--- src/rtl/program_loader.sv ---
// Instruction-memory writer: packs a big-endian byte stream into 16-bit words
// and stalls the CPU until a program ending in the halt word has been stored.
module program_loader #(
  parameter int DEPTH_WORDS = 128
) (
  input  logic        clock,
  input  logic        reset,
  input  logic        start,
  input  logic        in_valid,
  input  logic [7:0]  in_data,
  output logic        in_ready,
  output logic        mem_we,
  output logic [15:0] mem_addr,
  output logic [15:0] mem_wdata,
  output logic        cpu_hold,
  output logic        done,
  output logic        error,
  output logic [15:0] word_count
);

  typedef enum logic [2:0] {
    IDLE  = 3'd0,
    HI    = 3'd1,
    LO    = 3'd2,
    WRITE = 3'd3,
    DONE  = 3'd4,
    ERROR = 3'd5
  } state_t;

  localparam logic [15:0] HALT_WORD  = 16'hFFFF;
  localparam logic [15:0] LAST_COUNT = 16'(DEPTH_WORDS);

  state_t      state_q, state_d;
  logic [15:0] addr_q, addr_d;
  logic [15:0] wdata_q, wdata_d;
  logic [15:0] count_q, count_d;

  // Next-state and datapath update for the load sequencer
  always_comb begin
    state_d = state_q;
    addr_d  = addr_q;
    wdata_d = wdata_q;
    count_d = count_q;
    case (state_q)
      IDLE, DONE, ERROR: begin
        if (start) begin
          state_d = HI;
          addr_d  = 16'd0;
          count_d = 16'd0;
        end else begin
          state_d = state_q;
        end
      end
      HI: begin
        if (in_valid) begin
          wdata_d = {in_data, wdata_q[7:0]};
          state_d = LO;
        end else begin
          state_d = HI;
        end
      end
      LO: begin
        if (in_valid) begin
          wdata_d = {wdata_q[15:8], in_data};
          state_d = WRITE;
        end else begin
          state_d = LO;
        end
      end
      WRITE: begin
        count_d = count_q + 16'd1;
        // Halt check wins over the capacity check so a halt in the last slot succeeds
        if (wdata_q == HALT_WORD) begin
          state_d = DONE;
        end else if (count_d == LAST_COUNT) begin
          state_d = ERROR;
        end else begin
          addr_d  = addr_q + 16'd2;
          state_d = HI;
        end
      end
      default: begin
        state_d = IDLE;
      end
    endcase
  end

  // State and datapath registers with synchronous reset
  always_ff @(posedge clock) begin
    if (reset) begin
      state_q <= IDLE;
      addr_q  <= 16'd0;
      wdata_q <= 16'd0;
      count_q <= 16'd0;
    end else begin
      state_q <= state_d;
      addr_q  <= addr_d;
      wdata_q <= wdata_d;
      count_q <= count_d;
    end
  end

  assign in_ready   = (state_q == HI) || (state_q == LO);
  assign mem_we     = (state_q == WRITE);
  assign cpu_hold   = (state_q != DONE);
  assign done       = (state_q == DONE);
  assign error      = (state_q == ERROR);
  assign mem_addr   = addr_q;
  assign mem_wdata  = wdata_q;
  assign word_count = count_q;

endmodule

--- config.mk ---
export PLATFORM = sky130hd
export DESIGN_NAME = program_loader
export DESIGN_NICKNAME = d
export VERILOG_FILES = /design/src/rtl/program_loader.sv
export SDC_FILE = /design/constraint.sdc
export NUM_CORES = 1
export LEC_CHECK = 0
export CAP_MARGIN = 30
export CORE_AREA = 4 4 91 93
export DETAILED_ROUTE_END_ITERATION = 10
export DIE_AREA = 0 0 95 97
export HOLD_SLACK_MARGIN = 0.02
export PLACE_DENSITY = 0.66
export SLEW_MARGIN = 25
export SYNTH_ARGS = -nofsm -noshare
export SYNTH_HDL_FRONTEND = slang
export SYNTH_SLANG_ARGS = --single-unit
--- constraint.sdc ---
create_clock -name clock -period 2.7 [get_ports clock]
set_input_delay 0.54 -clock clock [delete_from_list [all_inputs] [get_ports clock]]
set_output_delay 0.54 -clock clock [all_outputs]
set_load 0.1 [all_outputs]
==> summary.md, run 1 <==
| Metric | Value |
|---|---|
| Ant. Diodes | `0` |
| Clk root buf | `clkbuf_8` |
| LEAKAGE | `1.24 nW` |
| WL met2 | `3190 µm` |
| Largest area contributor in the netlist | `dfxtp_1` |
| IO buf count | `63` |
| Setup TNS | `0 ps` |
| Post-synth EDFFs | `0` |
| Vias/cell | `5.45` |
| Min-Delay Path Class | `reg2reg` |
| Highest routed layer | `met4` |
| Share of cells above drive strength 1 | `0.263` |
| Synth unique cells | `51` |
| Highest clock rate | `421 MHz` |
| WL met3 | `337 µm` |
| Final period util | `0.880` |
| Largest net degree at the start of global routing | `38` |
| RePlAce Congestion | `0.831` |
| Number of synthesized register bits | `50` |
| Ports | `65` |
| Dominant synthesized flop cell | `dfxtp_1` |
| Fillers | `782` |
| Share of the synthesized area in the top cell type | `0.387` |
| Clock Path Buffers | `2` |
| CTS Buf Count | `5` |
| Fin worst setup slack | `325 ps` |
| Cell area after synthesis | `0.00258 mm²` |
| First-pass GRT wire length | `11200 µm` |
| Core Rows | `32` |
| Die height | `97 µm` |
| Status | `complete, no violations` |
| DRT Wirelength | `6800 µm` |
| Synth-to-layout area growth | `28.7%` |
| Worst reg2reg path depth | `8` |
| RSZ-0062 raised after global routing | `no` |
| Required @ worst endpoint | `2910 ps` |
| HPWL after DPL | `4830 µm` |
| Final hold slack | `481 ps` |
| Final nets | `386` |
| Async set-reset flop share out of synthesis | `0` |
| Worst reg2reg path startpoint | `word_count[1]$_SDFFE_PP0P_` |
| Yosys Warn Count | `0` |
| Drt pass-1 iters | `4` |
| R2R Setup Slk | `330 ps` |
| Rel. slew slack | `0.418` |
| Seq/Total Area, Yosys | `0.387` |
| DP Worst Slack | `-96.7 ps` |
| Hold EP | `mem_addr[15]$_SDFFE_PP0P_` |
| Max-cap violations | `0` |
| Die area | `0.00922 mm²` |
| Post-layout min period | `2370 ps` |
| Synth top area cells | `dfxtp_1 39%, nor2_1 7.1%, mux2i_1 6.2%, o211ai_1 4.1%, o31ai_1 3.8%` |
| Starting DRT DRC Count | `61` |
| Setup Skew | `5.35 ps` |
| Crit Path Class | `reg2reg` |
| Post-CTS Repair Setup Buffers | `1` |
| Power Dens Cells | `445 mW/mm²` |
| Drt wl/cell | `14.3 µm` |
| Final Hold Fails | `0` |
| WL met1 | `3150 µm` |
| Core footprint | `0.00753 mm²` |
| Initial antenna violation count | `0` |
| Worst-skew pair later-pin latency | `300 ps` |
| Worst VDD drop | `0.227 mV` |
| Synthesized area per cell | `8.23 µm²` |
| Hold buffers post-CTS | `0` |
| # H-tree levels | `2` |
| Worst-Margin Slew | `870 ps` |
| Hold Path Stages | `1` |
| Overall Power | `1.48 mW` |
| Number of global-route vias before repair | `2325` |
| Synth Net Count | `329` |
| Sink Count | `50` |
| CTS tree | `built` |
| Routed Antenna Nets | `0` |
| Worst setup EP type | `flop` |
| # DRC | `0` |
| Congestion Overflow GR | `0` |
| Crit path launch type | `flop` |
| Reg2reg end | `mem_addr[1]$_SDFFE_PP0P_` |
| Initial core utilization | `0.343` |
| Post-Synthesis Cells | `314` |
| Clk pin slew, worst setup/hold paths | `100 ps` |
| Worst Path Arrival | `2590 ps` |
| Vias | `2581` |
| Hold_sp | `mem_addr[15]$_SDFFE_PP0P_` |
| Final setup violation count | `0` |
| Die Width | `95 µm` |
| Tot GR Track Use | `0.149` |
| # resized after CTS | `0` |
| Crit path max fanout | `9` |
| Max-slew violations | `0` |
## worst max path at each step
| stage | from | end | slack (ps) | cells after the start |
|---|---|---|---|---|
| 6_report | word_count[1]$_SDFFE_PP0P_ | mem_addr[1]$_SDFFE_PP0P_ | 330 | 8 |
| 5_1_grt | word_count[1]$_SDFFE_PP0P_ | mem_addr[1]$_SDFFE_PP0P_ | 100 | 8 |
| 4_1_cts | word_count[1]$_SDFFE_PP0P_ | mem_addr[5]$_SDFFE_PP0P_ | 320 | 8 |
| 3_5_place_dp | word_count[1]$_SDFFE_PP0P_ | mem_addr[5]$_SDFFE_PP0P_ | -100 | 8 |
| 3_3_place_gp | word_count[1]$_SDFFE_PP0P_ | mem_addr[13]$_SDFFE_PP0P_ | 30 | 8 |
| 2_1_floorplan | word_count[4]$_SDFFE_PP0P_ | mem_addr[9]$_SDFFE_PP0P_ | 20 | 8 |
## flip-flops by register name, indices dropped and copies added, names as in the netlist
name / cells
mem_wdata: 16
state_q: 3
word_count: 16
mem_addr: 15
## metrics by stage
stage                      util  cell area (µm²)  std cells
after CTS                 0.442             3330        474
after global placement    0.428             3220        465
final                     0.442             3330        474
after global routing      0.442             3330        474
after detailed placement  0.428             3220        465
after floorplan               -             2610        314
## metal layers
layer | GRT usage | vias to the layer above
li1 | - | 1270
met1 | 0.193 | 1242
met2 | 0.239 | 60
met3 | 0.0365 | 9
met4 | 0.0488 | 0
met5 | 0 | -
## synth_stat cells, drive strengths merged, types with 2 or more instances
| cell type | count |
|---|---|
| buf | 10 |
| clkbuf | 14 |
| nand3 | 14 |
| or2 | 5 |
| dfxtp | 50 |
| xnor2 | 4 |
| and3 | 6 |
| nor4 | 4 |
| inv | 6 |
| nand2 | 19 |
| o31ai | 13 |
| ha | 3 |
| mux2i | 16 |
| nor2 | 49 |
| nor3 | 7 |
| a22oi | 2 |
| and2 | 2 |
| or3 | 4 |
| a311oi | 10 |
| nand4 | 10 |
| o22ai | 2 |
| o21ai | 13 |
| and4 | 2 |
| a211o | 2 |
| a31oi | 2 |
| nand3b | 2 |
| a21oi | 16 |
| o211ai | 14 |
## kinds of logic after synthesis
group                    count (synthesis)  synth area share
buffers and inverters                   30            0.0503
other                                    1           0.00145
AND/OR/NAND/NOR                        128             0.251
flip-flops                              50             0.387
AO/OA/AOI/OAI                           82             0.220
adder cells (fa/ha/maj)                  3            0.0145
multiplexers                            16            0.0620
XOR/XNOR                                 4            0.0136
## cells in the final DEF, fill, tap and decap left out, drive strengths merged, types with 3 or more instances in the layout
cell type / instances
buf: 63
nand4: 10
o31ai: 13
nand2: 19
or2: 5
clkbuf: 6
xnor2: 4
inv: 5
mux2i: 16
ha: 3
clkdlybuf4s50: 11
dfxtp: 50
nand3: 14
or3: 4
nor4: 4
and3: 6
o211ai: 14
a21oi: 16
nor2: 49
nor3: 7
a311oi: 10
o21ai: 13
## where the power goes
part | switching [mW] | internal (mW)
clock | 0.265 | 0.212
combinational | 0.172 | 0.0661
sequential | 0.0152 | 0.749
## area by class of cell
class	count	area, µm²	area share
clock buffers	6	82.6	0.0248
clock inverters	2	17.5	0.00527
inverters	6	26.3	0.00790
multi-input cells	234	1460	0.440
flip-flops and latches	50	1010	0.305
well taps	102	128	0.0384
repair buffers	74	596	0.179
## worst max-delay path: stages (launching register included)
cell and delay, ps:
dfxtp_2 430, ha_1 340, nand3_1 210, o21ai_0 200, a32o_1 190, o2111ai_1 180
or2_4 300, a21o_1 200, a311oi_1 240
No activity file was read; power rests on OpenSTA's default activity.
==> run 2: changes to the inputs <==
--- a/config.mk
+++ b/config.mk
@@ -9,9 +9,11 @@
 export CORE_AREA = 4 4 91 93
 export DETAILED_ROUTE_END_ITERATION = 10
 export DIE_AREA = 0 0 95 97
+export GPL_TIMING_DRIVEN = 0
 export HOLD_SLACK_MARGIN = 0.02
 export PLACE_DENSITY = 0.66
 export SLEW_MARGIN = 25
 export SYNTH_ARGS = -nofsm -noshare
 export SYNTH_HDL_FRONTEND = slang
 export SYNTH_SLANG_ARGS = --single-unit
+export TNS_END_PERCENT = 100
==> summary.md, run 2 (synthesized netlist as in run 1, its figures left out) <==
| Metric | Value |
|---|---|
| Crit path launch type | `flop (unchanged)` |
| DP Worst Slack | `-451 ps (was -96.7 ps)` |
| CP delay by family, top | `buffers and inverters (was compound AO/OA/AOI/OAI gates)` |
| Commonest non-fill, non-tap cells in the layout | `58 x clkdlybuf4s50_1, 49 x nor2_1, 39 x dfxtp_1 (was 62 x buf_4, 49 x nor2_1, 39 x dfxtp_1)` |
| Fin worst setup slack | `167 ps (was 325 ps)` |
| Synth-to-layout area growth | `35.6% (was 28.7%)` |
| Worst-skew pair later-pin latency | `300 ps (about the same)` |
| Vias/cell | `5.32 (was 5.45)` |
| DRT Wirelength | `6930 µm (was 6800 µm)` |
| Power Dens Cells | `445 mW/mm² (about the same)` |
| # DRC | `0 (unchanged)` |
| Post-placement cell count | `479 (was 465)` |
| Final hold slack | `499 ps (was 481 ps)` |
| Final Hold Fails | `0 (unchanged)` |
| First-pass GRT wire length | `11700 µm (was 11200 µm)` |
| Status | `complete, no violations (unchanged)` |
| Non-Filler Instances | `489 (was 474)` |
| Internal Power | `1.10 mW (was 1.03 mW)` |
| Switch share | `0.294 (was 0.306)` |
| Vias | `2602 (was 2581)` |
| Worst VDD drop | `0.262 mV (was 0.227 mV)` |
| Tot GR Track Use | `0.154 (was 0.149)` |
| Clock power share | `0.352 (was 0.322)` |
| RePlAce Congestion | `0.828 (was 0.831)` |
| Starting DRT DRC Count | `127 (was 61)` |
| Post-layout min period | `2530 ps (was 2370 ps)` |
| Drt pass-1 iters | `4 (unchanged)` |
| Worst-path cell chain | `clkdlybuf4s50_1 (was ha_1, nand3_1, o21ai_0, a32o_1, o2111ai_1, or2_4, a21o_1, a311oi_1)` |
| Routed Antenna Nets | `0 (unchanged)` |
| Core Rows | `32 (unchanged)` |
| Max-cap violations | `0 (unchanged)` |
| Min-Delay Path Class | `reg2reg (unchanged)` |
| Largest net degree at the start of global routing | `18 (was 38)` |
| Clock Path Buffers | `2 (unchanged)` |
| LEAKAGE | `1.17 nW (was 1.24 nW)` |
| Crit-path max cell delay | `1190 ps (was 430 ps)` |
| Sink Count | `50 (unchanged)` |
| Worst-Margin Slew | `980 ps (was 870 ps)` |
| Seq pwr share | `0.486 (was 0.517)` |
| # H-tree levels | `2 (unchanged)` |
| Ports | `65 (unchanged)` |
| Overall Power | `1.56 mW (was 1.48 mW)` |
| Drt wl/cell | `14.2 µm (was 14.3 µm)` |
| Crit Path Class | `reg2out (was reg2reg)` |
| Required @ worst endpoint | `2160 ps (was 2910 ps)` |
| Clk root buf | `clkbuf_8 (unchanged)` |
| CTS tree | `built (unchanged)` |
| Rel. slew slack | `0.345 (was 0.418)` |
| Crit path buf inv count | `1 (was 0)` |
| Final setup violation count | `0 (unchanged)` |
| Initial core utilization | `0.343 (unchanged)` |
| Number of global-route vias before repair | `2449 (was 2325)` |
| Combinational power share | `0.162 (was 0.161)` |
| Final nets | `401 (was 386)` |
| Setup Skew | `11.9 ps (was 5.35 ps)` |
| Die Width | `95 µm (unchanged)` |
| Die height | `97 µm (unchanged)` |
| Highest clock rate | `395 MHz (was 421 MHz)` |
| Hold buffers post-CTS | `0 (unchanged)` |
| Die area | `0.00922 mm² (unchanged)` |
| Most common cell after layout, fill and taps aside | `clkdlybuf4s50_1 (was buf_4)` |
| IO buf count | `63 (unchanged)` |
| Net Sw Power | `0.459 mW (was 0.453 mW)` |
| Final period util | `0.938 (was 0.880)` |
| Initial antenna violation count | `0 (unchanged)` |
| Worst Path Arrival | `1990 ps (was 2590 ps)` |
| Ant. Diodes | `0 (unchanged)` |
| Fin area | `0.00351 mm² (was 0.00333 mm²)` |
| CTS Buf Count | `5 (unchanged)` |
| Congestion Overflow GR | `0 (unchanged)` |
| Area after DPL | `0.00336 mm² (was 0.00322 mm²)` |
| HPWL after DPL | `5150 µm (was 4830 µm)` |
| Clk pin slew, worst setup/hold paths | `100 ps (about the same)` |
| Core footprint | `0.00753 mm² (unchanged)` |
| Max-slew violations | `0 (unchanged)` |
| Worst setup EP type | `output pin (was flop)` |
| Crit path max fanout | `8 (was 9)` |
| Slowest library cell on the worst path | `clkdlybuf4s50_1 (was dfxtp_2)` |
| Share of cells above drive strength 1 | `0.134 (was 0.263)` |
run 2: cell types whose count changed in the layout (fill, tap and decap cells not counted), moves of 2 or more:
cell | previous run | this run
buf_2 | 0 | 4
clkbuf_1 | 0 | 13
buf_1 | 0 | 2
clkdlybuf4s15_2 | 0 | 2
clkdlybuf4s50_1 | 11 | 58
clkbuf_2 | 0 | 2
buf_4 | 62 | 8
run 2: final cells by class:
type	instances	area, µm²
clock inverters	3	47.5
repair buffers	66	643
clock buffers	5	68.8
multi-input cells	234	1470
well taps	102	128
plain buffers	23	106
flip-flops and latches	50	1010
inverters	6	26.3
fillers	780	4020
run 2: worst paths after layout:
path                               startpoint                   endpoint  slack (ps)  cells past startpoint
setup reg to reg   word_count[0]$_SDFFE_PP0P_  mem_addr[13]$_SDFFE_PP0P_         210                     10
hold / removal      mem_addr[15]$_SDFFE_PP0P_  mem_addr[15]$_SDFFE_PP0P_         500                      1
setup / recovery  word_count[13]$_SDFFE_PP0P_             word_count[13]         170                      1
hold reg to reg     mem_addr[15]$_SDFFE_PP0P_  mem_addr[15]$_SDFFE_PP0P_         500                      1
run 2: metrics by stage:
stage               TNS, ps   util
floorplan                 0      -
global placement       -451  0.447
detailed placement     -531  0.447
CTS                       0  0.462
global route          -77.2  0.466
finish                    0  0.466
run 2: what timing repair did:
action,in CTS,in global routing
pin swaps,0,1
buffers inserted,0,3
gates resized for setup,14,9
setup endpoints to repair,5,13
cloned,0,0
run 2: layer usage:
layer	track usage	vias up	share of wire
met2	0.249	64	0.48
met5	0	-	0
met1	0.205	1230	0.46
li1	-	1306	-
met3	0.0358	2	0.055
met4	0.0388	0	0.0056
run 2: power groups by stage:
stage | clock (mW) | combinational (mW) | sequential [mW]
after detailed placement | 0 | 0.247 | 0.776
after floorplan | 0 | 0.112 | 0.840
after CTS | 0.575 | 0.246 | 0.759
after global placement | 0 | 0.245 | 0.775
final | 0.550 | 0.252 | 0.758
after global routing | 0.599 | 0.270 | 0.761
